**src/rtl/clockworks.sv**
```systemverilog
// Board clock/reset conditioning: optional CLK/2**SLOW divider (enabled by CLOCKWORKS_DIV_EN)
// and a synchronized, stretched active-low core reset that is released on a clk rising edge.
module clockworks #(
  parameter int SLOW         = 0,
  parameter int RESET_CYCLES = 16
) (
  input  logic CLK,
  input  logic RESET,
  output logic clk,
  output logic resetn
);

  localparam int CW = $clog2(RESET_CYCLES + 1);
  localparam logic [CW-1:0] CNT_MAX = CW'(RESET_CYCLES);

`ifdef CLOCKWORKS_DIV_EN
  localparam bit DIV_EN = 1'b1;
`else
  localparam bit DIV_EN = 1'b0;
`endif

  generate
    if (DIV_EN && (SLOW > 0)) begin : g_div
      // clk comes straight off the divider MSB flop, so it is glitch-free and 50% duty.
      logic [SLOW-1:0] div = '0;

      always_ff @(posedge CLK or posedge RESET) begin
        if (RESET) div <= '0;
        else       div <= div + 1'b1;
      end

      assign clk = div[SLOW-1];
    end else begin : g_pass
      assign clk = CLK;
    end
  endgenerate

  logic          s1       = 1'b0;
  logic          s2       = 1'b0;
  logic [CW-1:0] cnt      = '0;
  logic          resetn_q = 1'b0;

  // Declaration values give the same power-up state as RESET, so the core
  // sees one full stretched reset even if the board never pulses RESET.
  always_ff @(posedge clk or posedge RESET) begin
    if (RESET) begin
      s1       <= 1'b0;
      s2       <= 1'b0;
      cnt      <= '0;
      resetn_q <= 1'b0;
    end else begin
      s1       <= 1'b1;
      s2       <= s1;
      if (s2 && (cnt != CNT_MAX)) cnt <= cnt + 1'b1;
      resetn_q <= s2 && (cnt == CNT_MAX);
    end
  end

  assign resetn = resetn_q;

endmodule

```
**config.mk**
```make
export PLATFORM = sky130hd
export DESIGN_NAME = clockworks
export DESIGN_NICKNAME = d
export VERILOG_FILES = /design/src/rtl/clockworks.sv
export SDC_FILE = /design/constraint.sdc
export NUM_CORES = 1
export LEC_CHECK = 0
export CORE_AREA = 2 2 39 41
export CTS_CLUSTER_DIAMETER = 120
export DETAILED_ROUTE_END_ITERATION = 12
export DIE_AREA = 0 0 41 43
export PLACE_DENSITY_LB_ADDON = 0.2
export SLEW_MARGIN = 25
export SYNTH_ARGS = -nofsm -noshare
export SYNTH_HDL_FRONTEND = slang
export SYNTH_SLANG_ARGS = --single-unit
```
**constraint.sdc**
```tcl
create_clock -name CLK -period 2.3 [get_ports CLK]
set_input_delay 0.575 -clock CLK [delete_from_list [all_inputs] [get_ports CLK]]
set_output_delay 0.575 -clock CLK [all_outputs]
set_load 0.01 [all_outputs]
```
==> key figures <==
Yosys
  – Seq cells post-synth: 8
  – Synth Instances: 27
  – Area contributors post-synth: dfrtp_1, xnor2_1, ha_1
  – Mapped cell area: 352 sq um
  – YS warnings: 0
  – Cell taking the most area after synthesis: dfrtp_1
  – Synth top area share: 56.9%
  – Syn_nets: 31
  – Netlist cell types: 14
  – Avg Cell Area, Syn: 13.0 sq um
  – Register area share after synthesis: a little under three fifths

Floorplanning
  – Die Area: 1760 sq um
  – Core area: 1380 sq um
  – # IOs: 4
  – Starting Density: between 20% and 30%
  – Chip width: approximately 41 um
  – Rows: 14
  – DIE HEIGHT: 43 um

Route
  – Routed vias/inst: 4.10
  – DR iter-0 viols: 1
  – DRC: 0
  – Drt total wl: between 500 and 600 um
  – Vias: 209
  – ANT nets after route: 0
  – Wire per inst: roughly 11 um
  – DR pass1 iterations: 2

STA
  – Final worst slack: a little under 0.08 ns
  – Hold_ws: 0.346 ns
  – Final Skew: 0.00378 ns
  – Setup tns final: 0 ns
  – Unrepaired setup endpoints after global routing: no
  – Final setup viols: 0
  – Max-slew violation count: 0
  – Hold Vio Cnt, Final: 0

Cells and area
  – Most frequent cells in the layout: dfrtp_1, clkbuf_4, xnor2_1, inv_1
  – Antenna Cells: 0
  – Syn-to-layout area delta: 24.6%
  – Layout cells sized above 1: 25.7%
  – # nets final: 41
  – Most common cell after layout, fill and taps aside: dfrtp_1
  – Fillcell total: 147
  – Final core utilization: 31.6%

Setup path
  – RR Endpoint: cnt[1]
  – RR Startpoint: cnt[0]
  – Critical Path RT: 1.73 ns
  – Reg2reg path depth: 5
  – Reg2Reg Setup Slack: 0.85 ns
  – Crit-path max FO: 2
  – Cell Chain, Critical Path: clkbuf_4, clkbuf_4, dlygate4sd2_1
  – Critical Path Source Type: clock port
  – Worst path max stage delay: about 0.27 ns
  – Arr. time, crit path: 1.65 ns
  – Slowest stage cell, crit path: dlygate4sd2_1
  – Crit Path Class: clock port to output pin
  – Most frequent CP cell: clkbuf_4
  – Worst setup EP type: output pin

Placement
  – Pre-CTS setup slack: 0.126 ns
  – I/O Buffers: 3
  – HPWL after detailed placement: 399 um
  – Placer congestion estimate: 0.762

Global routing
  – Largest net degree at the start of global routing: 9
  – Vias in the first global route: roughly 260
  – GRT Util Overall: 9.85%
  – GRT overflow: 0
  – Initial antenna violation count: 0
  – First-pass GRT wire length: about 940 um

Clocking
  – TritonCTS clock tree: built
  – Reg clk slew, reported paths: roughly 0.05 ns
  – Post-CTS Setup Bufs: 0
  – Worst-Skew Late Latency: 0.35 ns
  – Resized cells post-CTS: 1
  – Hold_buf cts: 0

Power and ir drop
  – Comb pwr share: 22.4%
  – VDD IR max: 0.642 mV
  – Pwr Total: 572 uW
  – Pwr dens: 1310 nW/um^2
  – Sequential power share: 41.7%
  – Leakage: between 0.2 and 0.25 nW
  – Psw: ~170 uW
  – Internal: 403 uW
  – Switch share: 29.6%
  – Clock Power Share: 36.0%

Worst hold path
  – Worst Hold Class: flip-flop to flip-flop
  – Hold Startpoint: s1
  – Worst Hold End: s2
  – Hold path cells: 0

Run
  – Max Cap Violations: 0

Outcome
  – Status: complete, no violations
-- synthesized netlist by cell type --
| library cell | n |
|---|---|
| ha_1 | 2 |
| and2_2 | 1 |
| conb_1 | 1 |
| xor2_1 | 1 |
| mux2_4 | 1 |
| buf_4 | 1 |
| nand4_1 | 2 |
| nor2_1 | 1 |
| inv_1 | 3 |
| xnor2_1 | 3 |
| nand2_1 | 1 |
| and4bb_1 | 1 |
| nand2b_4 | 1 |
| dfrtp_1 | 8 |
-- flip-flops by register name (all words and copies together), names as in the netlist --
name	count
s2	1
cnt	5
s1	1
resetn	1
-- through the flow --
stage | cells | instance area (sq um)
2_1_floorplan | 27 | 352
3_3_place_gp | 45 | 394
3_5_place_dp | 45 | 394
4_1_cts | 51 | 438
5_1_grt | 51 | 438
6_report | 51 | 438
-- how the worst max path moves through the flow --
stage          start  cells past startpoint  slack (ns)   to
3_3_place_gp     CLK                      1        0.13  clk
4_1_cts          CLK                      3        0.06  clk
3_5_place_dp     CLK                      1        0.13  clk
6_report         CLK                      3        0.08  clk
2_1_floorplan    CLK                      1        0.46  clk
5_1_grt          CLK                      3        0.05  clk
-- cells by family (layout without fill, tap and decap cells) --
logic type,count (synthesis),after routing,share of synthesized area (%)
xor gates and xnor gates,4,4,9.97
adders and majority gates,2,2,7.12
buffers and inverters,4,12,5.34
DFF,8,8,56.9
muxes,1,1,4.27
other,1,1,1.07
and+or+nand+nor,7,7,15.3
-- power by group through the flow --
stage / Clock (mW) / Sequential [mW] / Combinational [mW]
6_report: 0.206 / 0.238 / 0.128
5_1_grt: 0.235 / 0.246 / 0.144
4_1_cts: 0.219 / 0.240 / 0.133
3_5_place_dp: 0.0442 / 0.242 / 0.129
3_3_place_gp: 0.0442 / 0.239 / 0.123
2_1_floorplan: 0.0358 / 0.230 / 0.106
-- cell type report --
type	count	area [sq um]	share of cell area [%]
sequential	8	200	45.7
multi-input combinational	15	133	30.3
clock buffer	7	53.8	12.3
timing repair buffer	2	20.0	4.57
tap	16	20.0	4.57
inverter	3	11.3	2.57
-- worst max-delay path, delay by kind of cell --
kind / cells / cell delay (ns)
buf+inv: 3 / 0.50
-- layer usage --
| metal | global-route usage (%) | vias up | share of wire, % | routed length (um) |
|---|---|---|---|---|
| li1 | - | 100 | - | - |
| met3 | 5.24 | 4 | 4.5 | 24 |
| met5 | 0 | - | 0 | 0 |
| met1 | 8.00 | 99 | 39 | 208 |
| met2 | 11.6 | 6 | 50 | 271 |
| met4 | 17.3 | 0 | 6.5 | 35 |
Power figures use the tool's default switching activity.
